$ cat config.mk
export PLATFORM = sky130hd
export DESIGN_NAME = edge_detect_multi
export DESIGN_NICKNAME = d
export VERILOG_FILES = /design/src/rtl/edge_detect_multi.sv
export SDC_FILE = /design/constraint.sdc
export NUM_CORES = 1
export LEC_CHECK = 0
export ABC_CLOCK_PERIOD_IN_PS = 2420
export CORE_MARGIN = 5
export CORE_UTILIZATION = 55
export CTS_CLUSTER_DIAMETER = 30
export CTS_CLUSTER_SIZE = 10
export DETAILED_ROUTE_END_ITERATION = 8
export PLACE_DENSITY = 0.87
export SLEW_MARGIN = 40
export SYNTH_ARGS = -nofsm -noshare
export SYNTH_HDL_FRONTEND = slang
export SYNTH_SLANG_ARGS = --single-unit
$ cat constraint.sdc
create_clock -name iClk -period 2.42 [get_ports iClk]
set_input_delay 0.484 -clock iClk [delete_from_list [all_inputs] [get_ports iClk]]
set_output_delay 0.484 -clock iClk [all_outputs]
set_load 0.05 [all_outputs]
$ cat src/rtl/edge_detect_multi.sv
// Multi-channel button front end: synchroniser, counter debounce, mode-gated
// edge pulses and an optional hold-to-repeat timer per channel.
module edge_detect_multi #(
  parameter int N_CH          = 5,
  parameter int SYNC_STAGES   = 2,
  parameter int DEB_CYCLES    = 16,
  parameter int HOLD_CYCLES   = 50000000,
  parameter int REPEAT_CYCLES = 10000000
) (
  input  logic                iClk,
  input  logic                iRst_n,
  input  logic [N_CH-1:0]     iSig,
  input  logic [2*N_CH-1:0]   iMode,
  input  logic [N_CH-1:0]     iRepeatEn,
  output logic [N_CH-1:0]     oLevel,
  output logic [N_CH-1:0]     oPulse,
  output logic [N_CH-1:0]     oRepeat,
  output logic [2*N_CH-1:0]   oState
);

  localparam int DW   = $clog2(DEB_CYCLES + 1);
  localparam int TMAX = (HOLD_CYCLES > REPEAT_CYCLES) ? HOLD_CYCLES : REPEAT_CYCLES;
  localparam int TW   = $clog2(TMAX + 1);

  localparam logic [DW-1:0] DEB_LAST  = DW'(DEB_CYCLES - 1);
  localparam logic [TW-1:0] HOLD_LAST = TW'(HOLD_CYCLES - 1);
  localparam logic [TW-1:0] REP_LAST  = TW'(REPEAT_CYCLES - 1);

  typedef enum logic [1:0] {
    IDLE   = 2'd0,
    HOLD   = 2'd1,
    REPEAT = 2'd2
  } rep_state_e;

  for (genvar k = 0; k < N_CH; k++) begin : gCh
    logic [SYNC_STAGES-1:0] syncQ;
    logic                   syncBit;
    logic [DW-1:0]          debCnt;
    logic                   stable;
    logic                   flip;
    logic                   riseFlip;
    logic                   fallFlip;
    logic [1:0]             mode;
    logic                   edgeHit;
    logic                   repeatOk;
    logic                   leaveRepeat;
    rep_state_e             state;
    rep_state_e             stateNext;
    logic [TW-1:0]          timer;
    logic [TW-1:0]          timerNext;
    logic                   repFire;
    logic                   pulseQ;
    logic                   repeatQ;

    assign syncBit = syncQ[SYNC_STAGES-1];
    assign mode    = iMode[2*k +: 2];

    always_ff @(posedge iClk or negedge iRst_n) begin
      if (!iRst_n) syncQ <= '0;
      else         syncQ <= {syncQ[SYNC_STAGES-2:0], iSig[k]};
    end

    // Flip on the edge where the disagreement run reaches DEB_CYCLES samples.
    assign flip     = (syncBit != stable) && (debCnt == DEB_LAST);
    assign riseFlip = flip && !stable;
    assign fallFlip = flip && stable;

    always_ff @(posedge iClk or negedge iRst_n) begin
      if (!iRst_n) begin
        stable <= 1'b0;
        debCnt <= '0;
      end else if (syncBit != stable) begin
        if (debCnt == DEB_LAST) begin
          stable <= ~stable;
          debCnt <= '0;
        end else begin
          debCnt <= debCnt + DW'(1);
        end
      end else begin
        debCnt <= '0;
      end
    end

    always_comb begin
      edgeHit = 1'b0;
      case (mode)
        2'b00:   edgeHit = riseFlip;
        2'b01:   edgeHit = fallFlip;
        2'b10:   edgeHit = riseFlip || fallFlip;
        default: edgeHit = 1'b0;
      endcase
    end

    assign repeatOk    = iRepeatEn[k] && ((mode == 2'b00) || (mode == 2'b10));
    assign leaveRepeat = fallFlip || !repeatOk;

    always_ff @(posedge iClk or negedge iRst_n) begin
      if (!iRst_n) begin
        state <= IDLE;
        timer <= '0;
      end else begin
        state <= stateNext;
        timer <= timerNext;
      end
    end

    always_comb begin
      stateNext = state;
      timerNext = timer;
      case (state)
        IDLE: begin
          if (riseFlip && repeatOk) begin
            stateNext = HOLD;
            timerNext = '0;
          end
        end
        HOLD: begin
          if (leaveRepeat) begin
            stateNext = IDLE;
            timerNext = '0;
          end else if (timer == HOLD_LAST) begin
            stateNext = REPEAT;
            timerNext = '0;
          end else begin
            timerNext = timer + TW'(1);
          end
        end
        REPEAT: begin
          if (leaveRepeat) begin
            stateNext = IDLE;
            timerNext = '0;
          end else if (timer == REP_LAST) begin
            timerNext = '0;
          end else begin
            timerNext = timer + TW'(1);
          end
        end
        default: begin
          stateNext = IDLE;
          timerNext = '0;
        end
      endcase
    end

    // A release (or enable/mode drop) wins over a timer expiry in the same cycle.
    always_comb begin
      repFire = 1'b0;
      case (state)
        HOLD:    repFire = !leaveRepeat && (timer == HOLD_LAST);
        REPEAT:  repFire = !leaveRepeat && (timer == REP_LAST);
        default: repFire = 1'b0;
      endcase
    end

    always_ff @(posedge iClk or negedge iRst_n) begin
      if (!iRst_n) begin
        pulseQ  <= 1'b0;
        repeatQ <= 1'b0;
      end else begin
        pulseQ  <= edgeHit || repFire;
        repeatQ <= repFire;
      end
    end

    assign oLevel[k]       = stable;
    assign oPulse[k]       = pulseQ;
    assign oRepeat[k]      = repeatQ;
    assign oState[2*k +: 2] = state;
  end

endmodule
# ---- After elaboration in Yosys (flattened, before gate mapping)
# Index checks and enable logic that the tools add are counted.
dict set report word_totals {
  register_bits 190
  out_inout_bits 25
}
dict set report op_classes {
  reduce_logical 90
  bitwise 5
  n_addsub 10
  n_eq_ne 55
  mux 75
}
# op n
set op_table {}
lappend op_table {{26-bit two-way mux} 25}
lappend op_table {{26-bit case mux with 3 select lines} 5}
lappend op_table {{26-bit by 1-bit adder with 26-bit output (second input constant)} 5}
lappend op_table {{26-bit by 24-bit == test with 1-bit output (second input constant)} 5}
lappend op_table {{26-bit == test (second input constant)} 5}
lappend op_table {{5-bit two-way mux} 10}
lappend op_table {{2-bit two-way mux} 20}
lappend op_table {{1-bit logical AND} 35}
lappend op_table {{2-bit case mux with 3 select lines} 5}
lappend op_table {{5-bit by 1-bit adder with 5-bit output (second input constant)} 5}
lappend op_table {{5-bit by 4-bit == test with 1-bit output (second input constant)} 5}
lappend op_table {{2-bit by 1-bit == test with 1-bit output (second input constant)} 10}
lappend op_table {{2-bit == test (second input constant)} 10}
lappend op_table {{2-bit logical NOT} 10}
lappend op_table {{1-bit logical OR} 20}
lappend op_table {{2-bit inequality test (second input constant)} 10}
lappend op_table {{1-bit logical NOT} 15}
lappend op_table {{3-bit inequality test (second input constant)} 5}
lappend op_table {{1-bit case mux with 3 select lines} 5}
lappend op_table {{3-bit AND reduction} 5}
lappend op_table {{1-bit case mux with 2 select lines} 5}
lappend op_table {{2-bit AND reduction} 5}
lappend op_table {{1-bit inequality test} 5}
lappend op_table {{1-bit NOT} 5}

# ---- Longest topological paths before layout
# Gate-level depths: netlist of the first run.
dict set report logic_depth {
  depth_word 9
  mapped_depth 8
  mapped_depth_nobuf 7
}

# ---- Least setup slack after synthesis of the first run
# No wires, ideal clock.
dict set report synth_timing {
  path_type {reg-to-reg}
  start {register gCh[0].timer[7]}
  end {register gCh[0].timer[0]}
  t_arrival_ns 2.382
  setup_time_ns 0.125
  path_stages_with_launch 7
  path_slack_ns -0.087
  path_buffers 0
  required_ns 2.295
  synth_period_minus_slack_ns 2.507
  cell_sequence {dfrtp_1 or4b_1 or4_4 o41ai_4 a21o_4 nor2_4 mux2_2}
}
dict set report synth_between {
  elab_chain_len 4
}
# element line
set synth_rtl {}
lappend synth_rtl {{start: declaration} 49} ;# logic [TW-1:0] timer;
lappend synth_rtl {{start signal: assignment} 103} ;# timer <= timerNext;
lappend synth_rtl {{26-bit by 24-bit == test with 1-bit output / 26-bit == test (equally long branches)} {132, 121}}
lappend synth_rtl {{26-bit two-way mux, on equally long branches} {132, 121}}
lappend synth_rtl {{26-bit two-way mux, on equally long branches} {129, 118}}
lappend synth_rtl {{26-bit case mux with 3 select lines *} 110} ;# case (state)
# Every way passes the cells marked *; elsewhere a longest branch is shown, timed or not.
# A chain may end at the register's enable or synchronous reset.

# ---- Worst setup path in the final report of the first run
dict set report layout_timing {
  start {register gCh[3].timer[8]}
  end {register gCh[3].timer[17]}
}
dict set report layout_between {
  elab_chain_len 4
}
# element line
set layout_rtl {}
lappend layout_rtl {{start: declaration} 49}
lappend layout_rtl {{start signal: assignment} 103}
lappend layout_rtl {{26-bit by 1-bit adder with 26-bit output (tied with other cells)} {125, 135}}
lappend layout_rtl {{26-bit two-way mux, on equally long branches} {132, 121}}
lappend layout_rtl {{26-bit two-way mux, on equally long branches} {129, 118}}
lappend layout_rtl {{26-bit case mux with 3 select lines *} 110}
# Marks and branches as above.

==> metrics.md, run 1 <==
| Metric | Value |
|---|---|
| Layout overhead on the synthesized area | `18.85%` |
| Nets | `1232` |
| R2r endpoint | `gCh[3].timer[17]` |
| Worst Path Arrival | `2.72 ns` |
| Routed wire per std cell | `16.48 um` |
| Gr usage total | `0.2194` |
| Total CTS buffers | `17` |
| Sequential power share | `0.399` |
| Sequential cell area | `4755 um^2` |
| Crit path from | `gCh[3].timer[8]` |
| VDD IR max | `0.0008416 V` |
| Mean post-synth cell area | `9.469 um^2` |
| Internal power | `5.852 mW` |
| Worst Tran Pin Value | `0.6065 ns` |
| Filler cells | `1323` |
| Vias | `8589` |
| RSZ-0062 raised after global routing | `yes` |
| R2R Setup Slk | `0.01 ns` |
| Root Buffer | `clkbuf_16` |
| Path category of the worst min-delay check | `input pin to async pin` |
| Combinational power share | `0.248` |
| Drt pass-1 iters | `5` |
| CTS tree | `yes` |
| Util after Layout | `0.6695` |
| Startpoint Class | `flop` |
| Vias in the first global route | `8615` |
| Final setup violation count | `0` |
| Final Hold Viols | `0` |
| Die Width | `146.1 um` |
| End of the critical path | `gCh[3].timer[17]` |
| Clock Sinks | `190` |
| Pwr/cell area | `692.9 nW/um^2` |
| Sequential-to-total area share from yosys stat | `0.4667` |
| Worst-path clk slew | `0.07 ns` |
| Detailed-route vias per instance | `6.027` |
| Post-synth EDFFs | `0` |
| Leakage | `5.443 nW` |
| Crit. End Element | `flop` |
| YS warnings | `0` |
| DR DRC count | `0` |
| Status | `completed` |
| Max clock buf depth | `2` |
| I/O Buffers | `46` |
| Syn Inst Count | `1076` |
| CP max FO | `11` |
| Cell Rows | `49` |
| Area of the multi-input gates | `5211 um^2` |
| Area of the die | `21350 um^2` |
| FMAX | `0.4152 GHz` |
| R2R depth | `7` |
| GRT overflow | `0` |
| Cts hold-fix bufs | `0` |
| Post-Layout Cell Count | `1425` |
| Initial antenna violation count | `0` |
| Height of the chip | `146.1 um` |
| Clock Skew | `0.009965 ns` |
| Skew-Pair Late Insertion Delay | `0.43 ns` |
| Clock Power Share | `0.353` |
| RR Startpoint | `gCh[3].timer[8]` |
| Pre-CTS WS | `-0.09913 ns` |
| Final period util | `0.9951` |
| Synthesized flop and latch total | `190` |
| CTS H-tree lvls | `4` |
| Placed cells | `1387` |
| Initial Utilization | `0.5633` |
| Synth Flop Type | `dfrtp_1` |
| Final Max Tran Viols | `0` |
| Largest net degree at the start of global routing | `67` |
| # Max-Cap Violations | `0` |
| Worst Setup Path Type | `flop to flop` |
| CP required | `2.74 ns` |
| Async set-reset flop share out of synthesis | `1.000` |
| Iter 0 DRT Violations | `675` |
| First-pass GRT wire length | `39790 um` |
| Final wirelength | `23480 um` |
| Std-Cell Core Area | `18090 um^2` |
| Yosys cell types | `62` |
| Mapped Nets | `1124` |
| I/O pin cnt | `47` |
| Post-route ant nets | `0` |
| HPWL Detailed | `15680 um` |
| Share of cells above drive strength 1 | `0.1212` |
| Worst relative slew slack | `0.5926` |
| Period minus WS final | `2.408 ns` |
| Sw Pwr | `2.538 mW` |
| Setup WS post-layout | `0.01175 ns` |
| Area after DPL | `11340 um^2` |
| Net Sw Frac | `0.3025` |
| Post-Layout Inst Area | `12110 um^2` |
| Ant. Diodes | `0` |
| GP Congestion | `0.8887` |
| Synth Cell Area | `10190 um^2` |
[layer usage]
layer,vias to the layer above,global-route usage,wire [um]
met5,-,0,0
met3,50,0.04555,1136
met2,280,0.3701,11800
met4,0,0.06961,397
met1,4179,0.2860,10140
li1,4080,-,-
[power by group through the flow]
stage,registers (mW),logic [mW],clock network [mW]
2_1_floorplan,3.53,1.08,0
3_3_place_gp,3.40,1.87,0
3_5_place_dp,3.41,1.94,0
4_1_cts,3.34,1.96,2.98
5_1_grt,3.36,2.27,3.13
6_report,3.35,2.08,2.96
[sequential cells by signal (all words and copies together) (netlist names)]
name         flops
gCh.debCnt      25
gCh.pulseQ       5
gCh.repeatQ      5
gCh.stable       5
gCh.state       10
gCh.syncQ       10
gCh.timer      130
[how the worst min path moves through the flow]
stage / end / slack (ns) / cells past startpoint / start
floorplan: gCh[0].debCnt[0] / 0.19 / 0 / iRst_n
global route: gCh[0].timer[2] / 0.07 / 1 / iRst_n
detailed placement: gCh[4].syncQ[1] / 0.34 / 0 / gCh[4].syncQ[0]
CTS: gCh[0].timer[2] / 0.07 / 1 / iRst_n
global placement: gCh[3].syncQ[1] / 0.33 / 0 / gCh[3].syncQ[0]
finish: gCh[0].timer[2] / 0.05 / 1 / iRst_n
[cell type report]
class / instances / area share
clock buffer: 23 / 0.04030
clock inverter: 8 / 0.01085
inverter: 25 / 0.007750
multi-input combinational: 826 / 0.4304
sequential: 190 / 0.3926
tap: 229 / 0.02366
timing repair buffer: 124 / 0.09444
[cell families after synthesis]
| group | share of synthesized area |
|---|---|
| XOR/XNOR | 0.06963 |
| buffers and inverters | 0.02910 |
| flip-flops | 0.4667 |
| adder cells (fa/ha/maj) | 0.03193 |
| multiplexers | 0.006386 |
| AND/OR/NAND/NOR | 0.2637 |
| AO/OA/AOI/OAI | 0.1326 |
[cells in the mapped netlist, drive strengths merged, types with 2 or more instances]
library cell / n / share of area
o21ai: 46 / 0.023
and3: 34 / 0.021
nor4bb: 6 / 0.0059
or4b: 5 / 0.0049
o31ai: 6 / 0.0049
nor3b: 3 / 0.0022
nor3: 23 / 0.011
buf: 20 / 0.014
o21ba: 2 / 0.0020
and4b: 4 / 0.0039
and2: 11 / 0.0068
clkbuf: 15 / 0.0055
or2: 2 / 0.0012
or4: 7 / 0.0055
mux2: 4 / 0.0044
nand4b: 8 / 0.0069
and4: 12 / 0.010
o41ai: 2 / 0.0054
nor4: 10 / 0.0061
nand4: 35 / 0.021
nand2: 109 / 0.040
a22o: 36 / 0.031
or4bb: 2 / 0.0022
o211ai: 3 / 0.0022
xnor2: 29 / 0.025
a31oi: 5 / 0.0031
dfrtp: 190 / 0.47
a21o: 33 / 0.025
nor2: 148 / 0.056
a21oi: 31 / 0.016
xor2: 52 / 0.045
ha: 26 / 0.032
o311ai: 3 / 0.0026
o31a: 4 / 0.0034
or3: 7 / 0.0043
inv: 25 / 0.0092
nand2b: 16 / 0.0098
nand3: 63 / 0.031
nor2b: 10 / 0.0061
o22ai: 10 / 0.0061
a41o: 2 / 0.0020
nor4b: 7 / 0.0066
mux2i: 2 / 0.0020
[through the flow]
stage	TNS, ns	power (mW)	hold slack [ns]
4_1_cts	0	8.284	0.06507
2_1_floorplan	0	4.612	0.1884
3_3_place_gp	-1.099	5.270	0.3335
6_report	0	8.390	0.04554
5_1_grt	-0.8726	8.766	0.06660
3_5_place_dp	-2.083	5.341	0.3381
[placed cells by master (no fill, tap or decap), types with 18 or more instances in the layout]
cell type	instances
a22o_1	36
xnor2_1	29
nand3_1	63
clkdlybuf4s50_1	45
xor2_1	52
nor3_1	23
and3_1	34
ha_1	26
nand2_1	108
a21oi_1	28
clkbuf_16	18
inv_1	25
dfrtp_1	190
o21ai_0	36
a21o_1	31
buf_4	69
nor2_1	142
nand4_1	35
[critical path: stages, from the launching register on]
cell and delay, ns:
dfrtp_1 0.39, or4bb_1 0.55, or4_4 0.55, o21ai_2 0.17
a21o_1 0.16, nor2b_4 0.23, clkbuf_16 0.19, nor2_1 0.05
[what timing repair did]
action / CTS / global route
cloned: 0 / 2
endpoints found under the hold margin: 0 / 0
setup endpoints to repair: 42 / 79
pin swaps: 3 / 3
gates resized for setup: 7 / 18
buffers inserted: 1 / 4
(Power assumes the default switching activity.)
==> inputs of run 2 (changes only) <==
--- a/config.mk
+++ b/config.mk
@@ -16,3 +16,4 @@
 export SYNTH_ARGS = -nofsm -noshare
 export SYNTH_HDL_FRONTEND = slang
 export SYNTH_SLANG_ARGS = --single-unit
+export TNS_END_PERCENT = 5
==> run 2 against run 1 <==
Compared with the run above:
- total power shrank 1.4%
- sequential share of layout area grew 0.26 points
- via count shrank 1.6%
- highest routed layer unchanged
- clock power is essentially flat
- wire length shrank 2.6%
- first-iteration DRC count shrank 4.1%
==> metrics.md, run 2 (synthesis results as in run 1) <==
| Metric | Value |
|---|---|
| R2r endpoint | `gCh[0].state[1] (was gCh[3].timer[17])` |
| Total CTS buffers | `17 (unchanged)` |
| Startpoint Class | `flop (unchanged)` |
| Total power | `8.277 mW (was 8.390 mW)` |
| Layout overhead on the synthesized area | `18.08% (was 18.85%)` |
| Std-Cell Core Area | `18090 um^2 (unchanged)` |
| Largest net degree at the start of global routing | `67 (unchanged)` |
| Worst-path clk slew | `0.07 ns (about the same)` |
| Crit. End Element | `flop (unchanged)` |
| Clock Sinks | `190 (unchanged)` |
| Final Hold Viols | `0 (unchanged)` |
| Worst Tran Pin Value | `0.5545 ns (was 0.6065 ns)` |
| Internal power | `5.794 mW (was 5.852 mW)` |
| CP dominant cell by count | `o21ai_0` |
| Cts hold-fix bufs | `0 (unchanged)` |
| Vias in the first global route | `8612 (was 8615)` |
| Net Sw Frac | `0.3000 (was 0.3025)` |
| Routed wire per std cell | `16.11 um (was 16.48 um)` |
| CP required | `2.77 ns (was 2.74 ns)` |
| Nets | `1226 (was 1232)` |
| FMAX | `0.4154 GHz (was 0.4152 GHz)` |
| Iter 0 DRT Violations | `647 (was 675)` |
| Max FFs per register | `130 (unchanged)` |
| Drt pass-1 iters | `5 (unchanged)` |
| Util after Layout | `0.6652 (was 0.6695)` |
| Worst Setup Path Type | `flop to flop (unchanged)` |
| Ant. Diodes | `0 (unchanged)` |
| Vias | `8451 (was 8589)` |
| Height of the chip | `146.1 um (unchanged)` |
| # Max-Cap Violations | `0 (unchanged)` |
| Combinational power share | `0.240 (was 0.248)` |
| DR DRC count | `0 (unchanged)` |
| I/O pin cnt | `47 (unchanged)` |
| Area of the die | `21350 um^2 (unchanged)` |
| HPWL Detailed | `15680 um (unchanged)` |
| CP max FO | `4 (was 11)` |
| Slowest stage cell, crit path | `or4_1 (was or4bb_1)` |
| VDD IR max | `0.0008346 V (was 0.0008416 V)` |
| Initial antenna violation count | `0 (unchanged)` |
| Root Buffer | `clkbuf_16 (unchanged)` |
| Final period util | `0.9947 (was 0.9951)` |
| Crit-path max cell delay | `0.56 ns (was 0.55 ns)` |
| CTS H-tree lvls | `4 (unchanged)` |
| First-pass GRT wire length | `39750 um (was 39790 um)` |
| Worst relative slew slack | `0.6304 (was 0.5926)` |
| Leakage | `5.399 nW (was 5.443 nW)` |
| Commonest cells after routing, fill and taps aside | `dfrtp_1 (190), nor2_1 (143), nand2_1 (108) (was dfrtp_1 (190), nor2_1 (142), nand2_1 (108))` |
| CTS tree | `yes (unchanged)` |
| Commonest non-fill, non-tap cell in the layout | `dfrtp_1 (unchanged)` |
| Reg with most FFs | `gCh.timer (unchanged)` |
| Clock Skew | `0.01008 ns (was 0.009965 ns)` |
| I/O Buffers | `46 (unchanged)` |
| Final wirelength | `22860 um (was 23480 um)` |
| RSZ-0062 raised after global routing | `yes (unchanged)` |
| Period minus WS final | `2.407 ns (was 2.408 ns)` |
| R2R depth | `6 (was 7)` |
| Biggest regs | `gCh.timer (130), gCh.debCnt (25) (unchanged)` |
| Die Width | `146.1 um (unchanged)` |
| Cell Rows | `49 (unchanged)` |
| GRT overflow | `0 (unchanged)` |
| Cells along the critical path | `or4b_1 > or4_4 > or4_1 > o21ai_0 > o2111ai_1 > o21ai_0 (was or4bb_1 > or4_4 > o21ai_2 > a21o_1 > nor2b_4 > clkbuf_16 > nor2_1)` |
| Max clock buf depth | `2 (unchanged)` |
| Pwr/cell area | `688.0 nW/um^2 (was 692.9 nW/um^2)` |
| Clock Power Share | `0.356 (was 0.353)` |
| Worst Path Arrival | `2.76 ns (was 2.72 ns)` |
| Detailed-route vias per instance | `5.956 (was 6.027)` |
| Initial Utilization | `0.5633 (unchanged)` |
| GP Congestion | `0.8887 (unchanged)` |
| Post-route ant nets | `0 (unchanged)` |
| RR Startpoint | `gCh[0].timer[7] (was gCh[3].timer[8])` |
| Final setup violation count | `0 (unchanged)` |
| Skew-Pair Late Insertion Delay | `0.43 ns (about the same)` |
| Sw Pwr | `2.483 mW (was 2.538 mW)` |
| Gr usage total | `0.2190 (was 0.2194)` |
| Final Max Tran Viols | `0 (unchanged)` |
| Sequential power share | `0.404 (was 0.399)` |
| Status | `completed (unchanged)` |
| R2R Setup Slk | `0.01 ns (about the same)` |
| Share of cells above drive strength 1 | `0.1143 (was 0.1212)` |
| Path category of the worst min-delay check | `input pin to async pin (unchanged)` |
[run 2: changes by cell type in the layout (fill, tap and decap cells not counted), sizes merged]
cell	previous run	this run
buf	77	72
clkbuf	25	24
[run 2: final cells by class]
type / instances / area [um^2]
multi-input cells: 826 / 5192
clock buffers: 23 / 488.0
clock inverters: 8 / 131.4
flip-flops and latches: 190 / 4755
inverters: 25 / 93.84
repair buffers: 118 / 1084
well taps: 229 / 286.5
fillers: 1339 / 6056
[run 2: repair_timing]
item	4_1_cts	5_1_grt
buffers inserted	0	1
endpoints found under the hold margin	0	0
pin swaps	2	3
gates resized for setup	6	12
setup endpoints to repair	42	81
gates cloned	0	0
[run 2: worst max-delay path by stage]
stage,startpoint,end,cells after the start
after CTS,gCh[3].timer[8],gCh[3].timer[16],7
after detailed placement,iMode[8],gCh[4].timer[11],5
after global routing,gCh[0].timer[7],gCh[0].state[1],6
after global placement,iMode[4],gCh[2].timer[8],7
final,gCh[0].timer[7],gCh[0].state[1],6
after floorplan,gCh[0].timer[7],gCh[0].state[1],6
[run 2: critical path, delay by kind of cell (launching register included)]
| family | cells | cell delay (ns) |
|---|---|---|
| and+or+nand+nor | 3 | 1.55 |
| AOI/OAI and AO/OA | 3 | 0.40 |
| DFF | 1 | 0.38 |
[run 2: per-layer routing]
layer / up-vias / GRT usage / part of all wire
li1: 4055 / - / -
met1: 4118 / 0.2858 / 0.44
met2: 238 / 0.3696 / 0.50
met3: 40 / 0.04369 / 0.042
met4: 0 / 0.07103 / 0.015
met5: - / 0 / 0
[run 2: power by group through the flow]
stage               Combinational, mW  Clock, mW  Sequential [mW]
floorplan                        1.08          0             3.53
global placement                 1.87          0             3.40
detailed placement               1.94          0             3.41
CTS                              1.96       2.98             3.34
global route                     2.18       3.13             3.36
finish                           1.98       2.95             3.35
[run 2: per-stage QoR]
step	std cells	hold WS, ns	TNS, ns	instance area, um^2	setup slack, ns
floorplan	1076	0.1884	0	10190	0.02887
global placement	1387	0.3335	-1.099	11340	-0.06498
detailed placement	1387	0.3381	-2.083	11340	-0.09913
CTS	1418	0.06507	0	11990	0.001816
global route	1419	0.06776	-0.8516	12030	-0.07235
finish	1419	0.05193	0	12030	0.01283
==> inputs of run 3 (changes only) <==
--- a/config.mk
+++ b/config.mk
@@ -6,12 +6,14 @@
 export NUM_CORES = 1
 export LEC_CHECK = 0
 export ABC_CLOCK_PERIOD_IN_PS = 2420
+export CORE_ASPECT_RATIO = 1.25
 export CORE_MARGIN = 5
 export CORE_UTILIZATION = 55
 export CTS_CLUSTER_DIAMETER = 30
 export CTS_CLUSTER_SIZE = 10
 export DETAILED_ROUTE_END_ITERATION = 8
-export PLACE_DENSITY = 0.87
+export PLACE_DENSITY = 0.79
+export RECOVER_POWER = 25
 export SLEW_MARGIN = 40
 export SYNTH_ARGS = -nofsm -noshare
 export SYNTH_HDL_FRONTEND = slang
==> run 3 against run 2 <==
Compared with the run above:
- the run now ends with capacitance limit, slew limit, setup timing left
- final cell count is 1.7% higher
- global-route usage down 0.75 points
- hold slack improved by 0.30 ns
- count of clock-buffer cells in the layout down 5
- combinational power about the same
- clock skew is 0.0033 ns lower
- worst setup slack lost 0.043 ns
- critical path type unchanged
- critical endpoint is now gCh[0].timer[0]
- largest cell class unchanged
==> metrics.md, run 3 (synthesis results as in run 1) <==
| Metric | Value |
|---|---|
| RSZ-0062 raised after global routing | `yes (unchanged)` |
| Combinational power share | `0.246 (was 0.240)` |
| Leakage | `5.484 nW (was 5.399 nW)` |
| Clock Power Share | `0.344 (was 0.356)` |
| R2R depth | `6 (unchanged)` |
| Worst Setup Path Type | `flop to flop (unchanged)` |
| Clock Skew | `0.006766 ns (was 0.01008 ns)` |
| HPWL Detailed | `16150 um (was 15680 um)` |
| Sequential power share | `0.410 (was 0.404)` |
| R2r endpoint | `gCh[0].timer[0] (was gCh[0].state[1])` |
| Post-route ant nets | `0 (unchanged)` |
| VDD IR max | `0.0005394 V (was 0.0008346 V)` |
| # Max-Cap Violations | `1 (was 0)` |
| Ant. Diodes | `0 (unchanged)` |
| Crit. End Element | `flop (unchanged)` |
| Detailed-route vias per instance | `5.818 (was 5.956)` |
| GP Congestion | `0.8835 (was 0.8887)` |
| GRT overflow | `0 (unchanged)` |
| Filler cells | `1436 (was 1339)` |
| Die Width | `131.7 um (was 146.1 um)` |
| Height of the chip | `162.2 um (was 146.1 um)` |
| Worst Hold Depth | `0` |
| CP bufs+invs | `0 (unchanged)` |
| Placed cells | `1409 (was 1387)` |
| Failing checks | `capacitance limit, slew limit, setup timing` |
| CP required | `2.74 ns (was 2.77 ns)` |
| Commonest non-fill, non-tap cell in the layout | `dfrtp_1 (unchanged)` |
| Nets | `1250 (was 1226)` |
| Biggest regs | `gCh.timer (130), gCh.debCnt (25) (unchanged)` |
| Worst relative slew slack | `-0.1492 (was 0.6304)` |
| Status | `finished, violations left (was completed)` |
| Path category of the worst min-delay check | `flop to flop (was input pin to async pin)` |
| Layout overhead on the synthesized area | `19.08% (was 18.08%)` |
| Sw Pwr | `2.544 mW (was 2.483 mW)` |
| Final wirelength | `22320 um (was 22860 um)` |
| Post-Layout Cell Count | `1443 (was 1419)` |
| Final Hold Viols | `0 (unchanged)` |
| Iter 0 DRT Violations | `506 (was 647)` |
| Final setup violation count | `3 (was 0)` |
| Crit-path max cell delay | `0.55 ns (was 0.56 ns)` |
| Std-Cell Core Area | `18170 um^2 (was 18090 um^2)` |
| Clock Sinks | `190 (unchanged)` |
| I/O pin cnt | `47 (unchanged)` |
| Cell Rows | `55 (was 49)` |
| Worst-path clk slew | `0.07 ns (about the same)` |
| Commonest cells after routing, fill and taps aside | `dfrtp_1 (190), nor2_1 (143), nand2_1 (109) (was dfrtp_1 (190), nor2_1 (143), nand2_1 (108))` |
| Reg with most FFs | `gCh.timer (unchanged)` |
| CTS tree | `yes (unchanged)` |
| Max FFs per register | `130 (unchanged)` |
| Vias in the first global route | `8306 (was 8612)` |
| Root Buffer | `clkbuf_16 (unchanged)` |
| RR Startpoint | `gCh[0].timer[7] (unchanged)` |
| HP Start | `gCh[2].syncQ[0]` |
| Net Sw Frac | `0.3116 (was 0.3000)` |
| CTS H-tree lvls | `4 (unchanged)` |
| Routed wire per std cell | `15.47 um (was 16.11 um)` |
| I/O Buffers | `46 (unchanged)` |
| Internal power | `5.619 mW (was 5.794 mW)` |
| First-pass GRT wire length | `38380 um (was 39750 um)` |
| Worst Tran Pin Value | `1.724 ns (was 0.5545 ns)` |
| Final period util | `1.012 (was 0.9947)` |
| Total CTS buffers | `17 (unchanged)` |
| Worst path top cell family by delay | `simple AND/OR/NAND/NOR gates (unchanged)` |
| Pwr/cell area | `672.8 nW/um^2 (was 688.0 nW/um^2)` |
| Skew-Pair Late Insertion Delay | `0.44 ns (was 0.43 ns)` |
| Min-Delay Endpoint | `gCh[2].syncQ[1]` |
| Largest net degree at the start of global routing | `68 (was 67)` |
| Initial Utilization | `0.5608 (was 0.5633)` |
| Vias | `8396 (was 8451)` |
| DR DRC count | `0 (unchanged)` |
| R2R Setup Slk | `-0.03 ns (was 0.01 ns)` |
| Cells along the critical path | `or4b_1 > or4_4 > o41ai_4 > a21o_4 > nor2_4 > mux2_4 (was or4b_1 > or4_4 > or4_1 > o21ai_0 > o2111ai_1 > o21ai_0)` |
| Gr usage total | `0.2115 (was 0.2190)` |
| CP max FO | `8 (was 4)` |
| Worst Path Arrival | `2.77 ns (was 2.76 ns)` |
| Initial antenna violation count | `0 (unchanged)` |
| Max clock buf depth | `2 (unchanged)` |
| Cts hold-fix bufs | `0 (unchanged)` |
| Slowest stage cell, crit path | `or4_4 (was or4_1)` |
| TNS Setup | `-0.05661 ns (was 0 ns)` |
| Share of cells above drive strength 1 | `0.1317 (was 0.1143)` |
| Drt pass-1 iters | `6 (was 5)` |
| Setup WS post-layout | `-0.02990 ns (was 0.01283 ns)` |
| Period minus WS final | `2.450 ns (was 2.407 ns)` |
| Area of the die | `21360 um^2 (was 21350 um^2)` |
| Final Max Tran Viols | `67 (was 0)` |
| Startpoint Class | `flop (unchanged)` |
| FMAX | `0.4082 GHz (was 0.4154 GHz)` |
==> run 3: metrics by stage <==
step / hold WS [ns] / power (mW) / util / instance area (um^2) / worst slack, ns
floorplan: 0.1884 / 4.612 / - / 10190 / 0.02887
global placement: 0.3329 / 5.330 / 0.6325 / 11490 / -0.06984
detailed placement: 0.3358 / 5.373 / 0.6325 / 11490 / -0.1180
CTS: 0.07364 / 8.187 / 0.6664 / 12110 / -0.03027
global route: 0.3640 / 8.553 / 0.6678 / 12130 / -0.1028
finish: 0.3494 / 8.163 / 0.6678 / 12130 / -0.02990
==> run 3: how the worst max path moves through the flow <==
stage                                 from               end  slack (ns)  depth (start not counted)
after floorplan            gCh[0].timer[7]   gCh[0].state[1]        0.03                          6
after global placement    gCh[2].timer[14]   gCh[2].timer[7]       -0.07                          7
after detailed placement  gCh[1].timer[15]  gCh[1].timer[25]       -0.12                          6
after CTS                  gCh[0].timer[7]   gCh[0].timer[0]       -0.03                          6
after global routing       gCh[0].timer[7]   gCh[0].timer[0]       -0.10                          6
final                      gCh[0].timer[7]   gCh[0].timer[0]       -0.03                          6
==> run 3: what timing repair did <==
item / CTS / global route
cloned: 0 / 1
endpoints found under the hold margin: 0 / 0
gates resized for setup: 7 / 10
buffers inserted: 0 / 1
endpoints found under the setup margin: 56 / 69
pin swaps: 0 / 3
==> run 3: final cells by class <==
class	instances	area [um^2]	area share
multi-input combinational	827	5204	0.4289
clock inverter	14	160.2	0.01320
inverter	25	93.84	0.007734
clock buffer	18	429.2	0.03537
timing repair buffer	141	1206	0.09941
tap	228	285.3	0.02351
sequential	190	4755	0.3919
==> run 3: metal layers <==
| metal | track usage | vias up | share of wire |
|---|---|---|---|
| li1 | - | 4094 | - |
| met2 | 0.3796 | 158 | 0.52 |
| met3 | 0.02695 | 38 | 0.028 |
| met1 | 0.2644 | 4106 | 0.43 |
| met5 | 0 | - | 0 |
| met4 | 0.07016 | 0 | 0.019 |
==> run 3: power by group through the flow <==
| stage | Clock (mW) | Sequential [mW] | Combinational [mW] |
|---|---|---|---|
| after global routing | 2.99 | 3.36 | 2.20 |
| after global placement | 0 | 3.41 | 1.92 |
| final | 2.80 | 3.35 | 2.01 |
| after CTS | 2.85 | 3.35 | 1.99 |
| after detailed placement | 0 | 3.41 | 1.97 |
| after floorplan | 0 | 3.53 | 1.08 |
